**src/rtl/pipe_ctrl_if.sv**
```systemverilog
// Pipeline control bundle: stall requests and exception info flow in,
// the stall vector, flush and redirect flow out to every pipeline register.

package pipe_ctrl_pkg;
    // Bit order from earliest to latest stage: {pc, if, id, ex, mem}
    typedef struct packed {
        logic stall_pc;
        logic stall_if;
        logic stall_id;
        logic stall_ex;
        logic stall_mem;
    } stall_t;
endpackage

interface pipe_ctrl_if;
    logic                  stallreq_if;
    logic                  stallreq_id;
    logic                  stallreq_mem;
    logic                  ex_mdu_start;
    logic                  mem_except;
    logic [31:0]           mem_except_pc;
    pipe_ctrl_pkg::stall_t stall;
    logic                  flush;
    logic [31:0]           flush_pc;
    logic                  in_delayslot_hold;
    logic                  mdu_busy;

    // Controller side: consumes requests, produces stall/flush
    modport master (
        input  stallreq_if, stallreq_id, stallreq_mem, ex_mdu_start,
               mem_except, mem_except_pc,
        output stall, flush, flush_pc, in_delayslot_hold, mdu_busy
    );

    // Pipeline side: raises requests, samples stall/flush
    modport slave (
        output stallreq_if, stallreq_id, stallreq_mem, ex_mdu_start,
               mem_except, mem_except_pc,
        input  stall, flush, flush_pc, in_delayslot_hold, mdu_busy
    );
endinterface

```
**src/rtl/pipe_ctrl.sv**
```systemverilog
// Central pipeline control: prioritised stall vector, MDU occupancy of EX,
// and a one-cycle flush that is deferred while a data-side access is pending.

module pipe_ctrl
    import pipe_ctrl_pkg::*;
#(
    parameter int MDU_CYCLES = 32,
    parameter int CNT_W      = $clog2(MDU_CYCLES)
) (
    input  logic        clk,
    input  logic        rst,        // active-low, asynchronous
    pipe_ctrl_if.master bus
);

    typedef enum logic [1:0] {
        S_IDLE,
        S_BUSY,
        S_DONE
    } mdu_state_t;

    // The start cycle itself is one stall cycle, so the count covers the rest
    localparam logic [CNT_W-1:0] CNT_LOAD = CNT_W'(MDU_CYCLES - 2);

    mdu_state_t        r_state;
    logic [CNT_W-1:0]  r_cnt;
    logic              r_pend;
    logic [31:0]       r_pend_pc;

    logic              w_fire_pend;
    logic              w_fire_new;
    logic              w_flush;
    logic              w_mdu_req;
    stall_t            w_stall;

    // Flush decision: a latched exception fires first, a new one only when none is held
    always_comb begin
        w_fire_pend = r_pend & ~bus.stallreq_mem;
        w_fire_new  = ~r_pend & bus.mem_except & ~bus.stallreq_mem;
        w_flush     = w_fire_pend | w_fire_new;
    end

    // Stall cascade: each request stalls its own stage and everything upstream
    always_comb begin
        w_mdu_req         = ((r_state == S_IDLE) & bus.ex_mdu_start) | (r_state == S_BUSY);
        w_stall.stall_mem = bus.stallreq_mem;
        w_stall.stall_ex  = w_stall.stall_mem | w_mdu_req;
        w_stall.stall_id  = w_stall.stall_ex  | bus.stallreq_id;
        w_stall.stall_if  = w_stall.stall_id  | bus.stallreq_if;
        w_stall.stall_pc  = w_stall.stall_if;
        if (w_flush) begin
            w_stall = '0;
        end
    end

    // Outputs are forced quiet while reset is held, whatever the requests say
    assign bus.stall             = rst ? w_stall : '0;
    assign bus.flush             = rst & w_flush;
    assign bus.flush_pc          = (rst & w_flush) ? (r_pend ? r_pend_pc : bus.mem_except_pc) : '0;
    assign bus.in_delayslot_hold = rst & w_stall.stall_if & ~w_stall.stall_id & ~w_flush;
    assign bus.mdu_busy          = rst & (r_state == S_BUSY);

    // MDU occupancy FSM; DONE waits for EX to actually advance before re-arming
    always_ff @(posedge clk or negedge rst) begin
        if (!rst) begin
            r_state <= S_IDLE;
            r_cnt   <= '0;
        end else if (w_flush) begin
            r_state <= S_IDLE;
            r_cnt   <= '0;
        end else begin
            case (r_state)
                S_IDLE: begin
                    if (bus.ex_mdu_start) begin
                        r_state <= S_BUSY;
                        r_cnt   <= CNT_LOAD;
                    end
                end
                S_BUSY: begin
                    if (r_cnt == '0) begin
                        r_state <= S_DONE;
                    end else begin
                        r_cnt <= r_cnt - 1'b1;
                    end
                end
                S_DONE: begin
                    if (!w_stall.stall_ex) begin
                        r_state <= S_IDLE;
                    end
                end
                default: begin
                    r_state <= S_IDLE;
                    r_cnt   <= '0;
                end
            endcase
        end
    end

    // Hold an exception seen during a memory wait; the first target wins
    always_ff @(posedge clk or negedge rst) begin
        if (!rst) begin
            r_pend    <= 1'b0;
            r_pend_pc <= '0;
        end else if (w_fire_pend) begin
            r_pend <= 1'b0;
        end else if (!r_pend && bus.mem_except && bus.stallreq_mem) begin
            r_pend    <= 1'b1;
            r_pend_pc <= bus.mem_except_pc;
        end
    end

endmodule

```
**src/flat_wrapper.sv**
```systemverilog
// flat-port wrapper written by rule: the top's interface ports become plain ports
module pipe_ctrl_flat import pipe_ctrl_pkg::*;
#(
    parameter int MDU_CYCLES = 32,
    parameter int CNT_W      = $clog2(MDU_CYCLES)
)
  (clk, rst, bus_stallreq_if, bus_stallreq_id, bus_stallreq_mem, bus_ex_mdu_start, bus_mem_except, bus_mem_except_pc, bus_stall, bus_flush, bus_flush_pc, bus_in_delayslot_hold, bus_mdu_busy);
  pipe_ctrl_if bus_i ();
  input  logic clk;
  input  logic rst;
  input wire logic [$bits(bus_i.stallreq_if)-1:0] bus_stallreq_if;
  input wire logic [$bits(bus_i.stallreq_id)-1:0] bus_stallreq_id;
  input wire logic [$bits(bus_i.stallreq_mem)-1:0] bus_stallreq_mem;
  input wire logic [$bits(bus_i.ex_mdu_start)-1:0] bus_ex_mdu_start;
  input wire logic [$bits(bus_i.mem_except)-1:0] bus_mem_except;
  input wire logic [$bits(bus_i.mem_except_pc)-1:0] bus_mem_except_pc;
  output wire logic [$bits(bus_i.stall)-1:0] bus_stall;
  output wire logic [$bits(bus_i.flush)-1:0] bus_flush;
  output wire logic [$bits(bus_i.flush_pc)-1:0] bus_flush_pc;
  output wire logic [$bits(bus_i.in_delayslot_hold)-1:0] bus_in_delayslot_hold;
  output wire logic [$bits(bus_i.mdu_busy)-1:0] bus_mdu_busy;
  assign bus_i.stallreq_if = bus_stallreq_if;
  assign bus_i.stallreq_id = bus_stallreq_id;
  assign bus_i.stallreq_mem = bus_stallreq_mem;
  assign bus_i.ex_mdu_start = bus_ex_mdu_start;
  assign bus_i.mem_except = bus_mem_except;
  assign bus_i.mem_except_pc = bus_mem_except_pc;
  assign bus_stall = bus_i.stall;
  assign bus_flush = bus_i.flush;
  assign bus_flush_pc = bus_i.flush_pc;
  assign bus_in_delayslot_hold = bus_i.in_delayslot_hold;
  assign bus_mdu_busy = bus_i.mdu_busy;
  pipe_ctrl #(.MDU_CYCLES(MDU_CYCLES), .CNT_W(CNT_W)) u_core (.clk(clk), .rst(rst), .bus(bus_i));
endmodule
```
**config.mk**
```make
export PLATFORM = sky130hd
export DESIGN_NAME = pipe_ctrl_flat
export DESIGN_NICKNAME = d
export VERILOG_FILES = /design/src/rtl/pipe_ctrl_if.sv /design/src/rtl/pipe_ctrl.sv /design/src/flat_wrapper.sv
export SDC_FILE = /design/constraint.sdc
export NUM_CORES = 1
export LEC_CHECK = 0
export BUFFER_PORTS_ARGS = -buffer_cell sky130_fd_sc_hd__buf_4
export CORE_MARGIN = 2
export CORE_UTILIZATION = 30
export DETAILED_ROUTE_END_ITERATION = 10
export PLACE_DENSITY_LB_ADDON = 0.25
export SYNTH_ARGS = -nofsm -noshare
export SYNTH_HDL_FRONTEND = slang
export SYNTH_SLANG_ARGS = --single-unit
export TNS_END_PERCENT = 30
```
**constraint.sdc**
```tcl
create_clock -name clk -period 2.8 [get_ports clk]
set_input_delay 0.14 -clock clk [delete_from_list [all_inputs] [get_ports clk]]
set_output_delay 0.14 -clock clk [all_outputs]
set_load 0.02 [all_outputs]
```
==> parameters.txt <==
Parameter                              Value

Run
  Number of max-capacitance violations reported ... 0

Pwr
  Pwr/cell area ... 586.0 nW/um^2
  Leakage ... 1.560 nW
  Switching share of total power ... 0.3220
  Combinational cell fraction of total power ... 0.341
  Internal power contribution ... 1.230 mW
  IR drop worst, VDD ... 0.0001699 V
  Total power ... 1.814 mW
  Net switching power ... 0.5841 mW
  Sequential fraction of design power ... 0.458
  Part of the total power dissipated in the clock network ... 0.201

Timing
  Number of hold violations in the final report ... 0
  Setup skew after layout ... 0.009836 ns
  Setup tns final ... 0 ns
  Tightest slew margin relative to the limit ... 0.5705
  RSZ-0062 raised after global routing ... false
  Final count of pins violating max slew ... 0
  Transition at the pin with the smallest max-transition slack ... 0.6419 ns
  Max Clock Freq ... 0.4718 GHz
  Final period util ... 0.7570
  Number of failing setup endpoints in the final timing report ... 0
  Final worst-path setup slack ... 0.6803 ns
  Worst hold-check slack ... 0.07700 ns
  Time the worst path needs with I/O delays and setup ... 2.120 ns

Final layout
  FF+latch area ... 1002 um^2
  Post-Layout Cell Count ... 386
  Area of all placed cells without fillers ... 3095 um^2
  Area overhead of the layout relative to synthesis ... 30.90%
  Area occupied by multi-input gates ... 1251 um^2
  Most common library cell in the layout ignoring fill and taps ... sky130_fd_sc_hd__buf_4
  Number of antenna cells inserted ... 0
  Share of post-route cells with drive strength above 1 ... 0.4472
  Top library cells by usage in the layout, fill and taps aside ... sky130_fd_sc_hd__buf_4, sky130_fd_sc_hd__nor2_1, sky130_fd_sc_hd__dfrtp_1
  Number of filler cells placed in the layout ... 790
  Core occupancy in the finished layout ... 0.4027
  Number of nets at the end of the flow ... 323

Synthesis
  Yosys top cell area share ... 0.4233
  Number of enable flip-flop cells after synthesis ... 0
  Count of different cell masters after synthesis ... 34
  Seq/Total Area, Yosys ... 0.4233
  Portion of netlist area occupied by mux cells ... 0.3354
  Per-instance average area after synthesis ... 11.42 um^2
  Syn Inst Count ... 207
  Post-synthesis cell area ... 2365 um^2
  Cell types with the largest area share after synthesis ... sky130_fd_sc_hd__dfrtp_1, sky130_fd_sc_hd__mux2_4, sky130_fd_sc_hd__mux2i_1
  Largest family of logic cells by synthesized area ... multiplexers
  Post-synthesis adder-cell area fraction ... 0.005291
  Number of warning messages in the yosys log ... 0
  Xor/xnor cell area share of the yosys netlist ... 0
  Simple-gate share of the synthesized area ... 0.1529
  Library cell with the largest summed area after synthesis ... sky130_fd_sc_hd__dfrtp_1
  Number of storage elements in the synthesis netlist ... 40
  Synth Net Count ... 247
  Fraction of registers with async set or reset after synthesis ... 1.000
  Synthesized-area fraction occupied by ao, oa, aoi and oai cells ... 0.03545
  Flip-flop cell with the highest count after synthesis ... sky130_fd_sc_hd__dfrtp_1

Global routing
  Maximum number of pins on one net before global-route repair ... 34
  GRT Resource Usage Total ... 0.1186
  Number of global-route vias before repair ... 1716
  Number of antenna violations at the first check in global routing ... 0
  GRT overflow ... 0
  First-pass GRT wire length ... 8135 um

Status
  Result of the run ... complete, no violations

Floorplanning
  Die Outline Area ... 8609 um^2
  Starting Density ... 0.3076
  # IOs ... 79
  Placeable Area ... 7687 um^2
  Site Rows ... 32
  Horizontal die dimension ... 92.79 um
  Die outline height ... 92.79 um

CTS
  Master cell of the clock root buffer ... sky130_fd_sc_hd__clkbuf_8
  Number of CTS-inserted buffers ... 5
  CTS tree ... yes
  Later-pin clock latency in the skew report ... 0.29 ns
  Number of H-tree levels ... 2
  Clock buffer depth ... 2
  Number of sinks on the clock net ... 40
  Clock-pin transition on the worst setup and hold timing paths ... 0.08 ns

Placed design
  Final Wtd Congestion ... 0.7829
  Worst slack at placement ... 0.9568 ns
  Number of I/O port buffers ... 78
  Number of placed instances, taps included ... 377
  Cell area after placement ... 3004 um^2
  Post-detailed-placement half-perimeter wirelength ... 3586 um

Setup path
  Buffers plus inverters on the worst setup path ... 1
  Crit path DAT ... 1.98 ns
  Startpoint-to-endpoint class of the critical path ... register to output pin
  Critical-path cell list ... nor2_4 > nor2_2 > nand2_2 > nor2_1 > buf_4
  Max incr delay on CP ... 0.57 ns
  CP max-delay cell ... sky130_fd_sc_hd__dfrtp_2
  Worst-path fanout max ... 33
  Family of cells with the greatest summed delay on the critical path ... simple AND/OR/NAND/NOR gates
  Category of the worst setup path launch point ... register
  Data required, critical path ... 2.66 ns
  Endpoint type of the worst setup path ... output pin

Routing
  Total routed wirelength ... 5015 um
  DRT Pass-1 Iters ... 4
  Number of nets with antenna violations after routing ... 0
  Via-to-Cell Ratio ... 4.596
  DR WL/cell ... 12.99 um
  First-iteration detailed-routing DRC count ... 49
  Vias post-DR ... 1774
  Final routed DRC violation total ... 0

Min path
  Worst hold path class ... primary input to register
Yosys cell counts (3+ instances only):
master	number
sky130_fd_sc_hd__nor2b_1	5
sky130_fd_sc_hd__dfrtp_1	40
sky130_fd_sc_hd__nor2_1	42
sky130_fd_sc_hd__nand2_1	4
sky130_fd_sc_hd__nor3_1	3
sky130_fd_sc_hd__buf_2	7
sky130_fd_sc_hd__mux2i_1	32
sky130_fd_sc_hd__o21ai_1	4
sky130_fd_sc_hd__mux2_4	30
sky130_fd_sc_hd__inv_1	4
sky130_fd_sc_hd__a21oi_1	5
sky130_fd_sc_hd__nand3_1	3
sky130_fd_sc_hd__buf_6	3
cell families after synthesis:
family                     Yosys count
adders and majority gates            1
muxes                               64
and+or+nand+nor                     70
AOI/OAI and AO/OA                   14
DFF                                 40
buffers and inverters               18
what timing repair did:
item                      in CTS  in global routing
hold buffers                   1                  0
hold endpoints to repair      20                  0
buffers inserted               0                  0
gates resized for setup        0                  0
worst reg2reg max path: stages (launching register included):
cell                       delay, ns
sky130_fd_sc_hd__dfrtp_2        0.54
sky130_fd_sc_hd__nand3b_4       0.62
sky130_fd_sc_hd__mux2_1         0.53
power by group through the flow:
stage	Clock (mW)	Combinational, mW	Sequential, mW
after floorplan	0	0.466	0.801
after global placement	0	0.608	0.836
after detailed placement	0	0.622	0.835
after CTS	0.384	0.625	0.828
after global routing	0.414	0.678	0.848
final	0.364	0.618	0.831
worst paths after layout:
check | startpoint | end | slack [ns] | cells past startpoint
max in group asynchronous | rst | u_core.r_pend | 1.93 | 3
min | bus_mem_except_pc[0] | u_core.r_pend_pc[0] | 0.08 | 2
min in group asynchronous | rst | u_core.r_state[1] | 0.28 | 2
max | u_core.r_pend | bus_flush_pc[27] | 0.68 | 5
min reg2reg | u_core.r_pend_pc[0] | u_core.r_pend_pc[0] | 0.50 | 1
max reg2reg | u_core.r_pend | u_core.r_pend_pc[1] | 0.99 | 2
layout make-up:
class / instances / share of cell area
Tap cell: 102 / 0.04123
Inverter: 6 / 0.007276
Timing Repair Buffer: 81 / 0.1973
Clock inverter: 1 / 0.001617
Sequential cell: 40 / 0.3238
Clock buffer: 7 / 0.02466
Multi-Input combinational cell: 149 / 0.4042
routing by layer:
| layer | wire length, um | track usage |
|---|---|---|
| met1 | 2316 | 0.1581 |
| met4 | 63 | 0.04044 |
| met3 | 296 | 0.02685 |
| met5 | 0 | 0 |
| met2 | 2338 | 0.1896 |
flip-flops by register name (all words and copies together), names as in the netlist:
name,count
u_core.r_pend,1
u_core.r_state,2
u_core.r_cnt,5
u_core.r_pend_pc,32
Note: power is estimated with default switching activity, not from simulation.
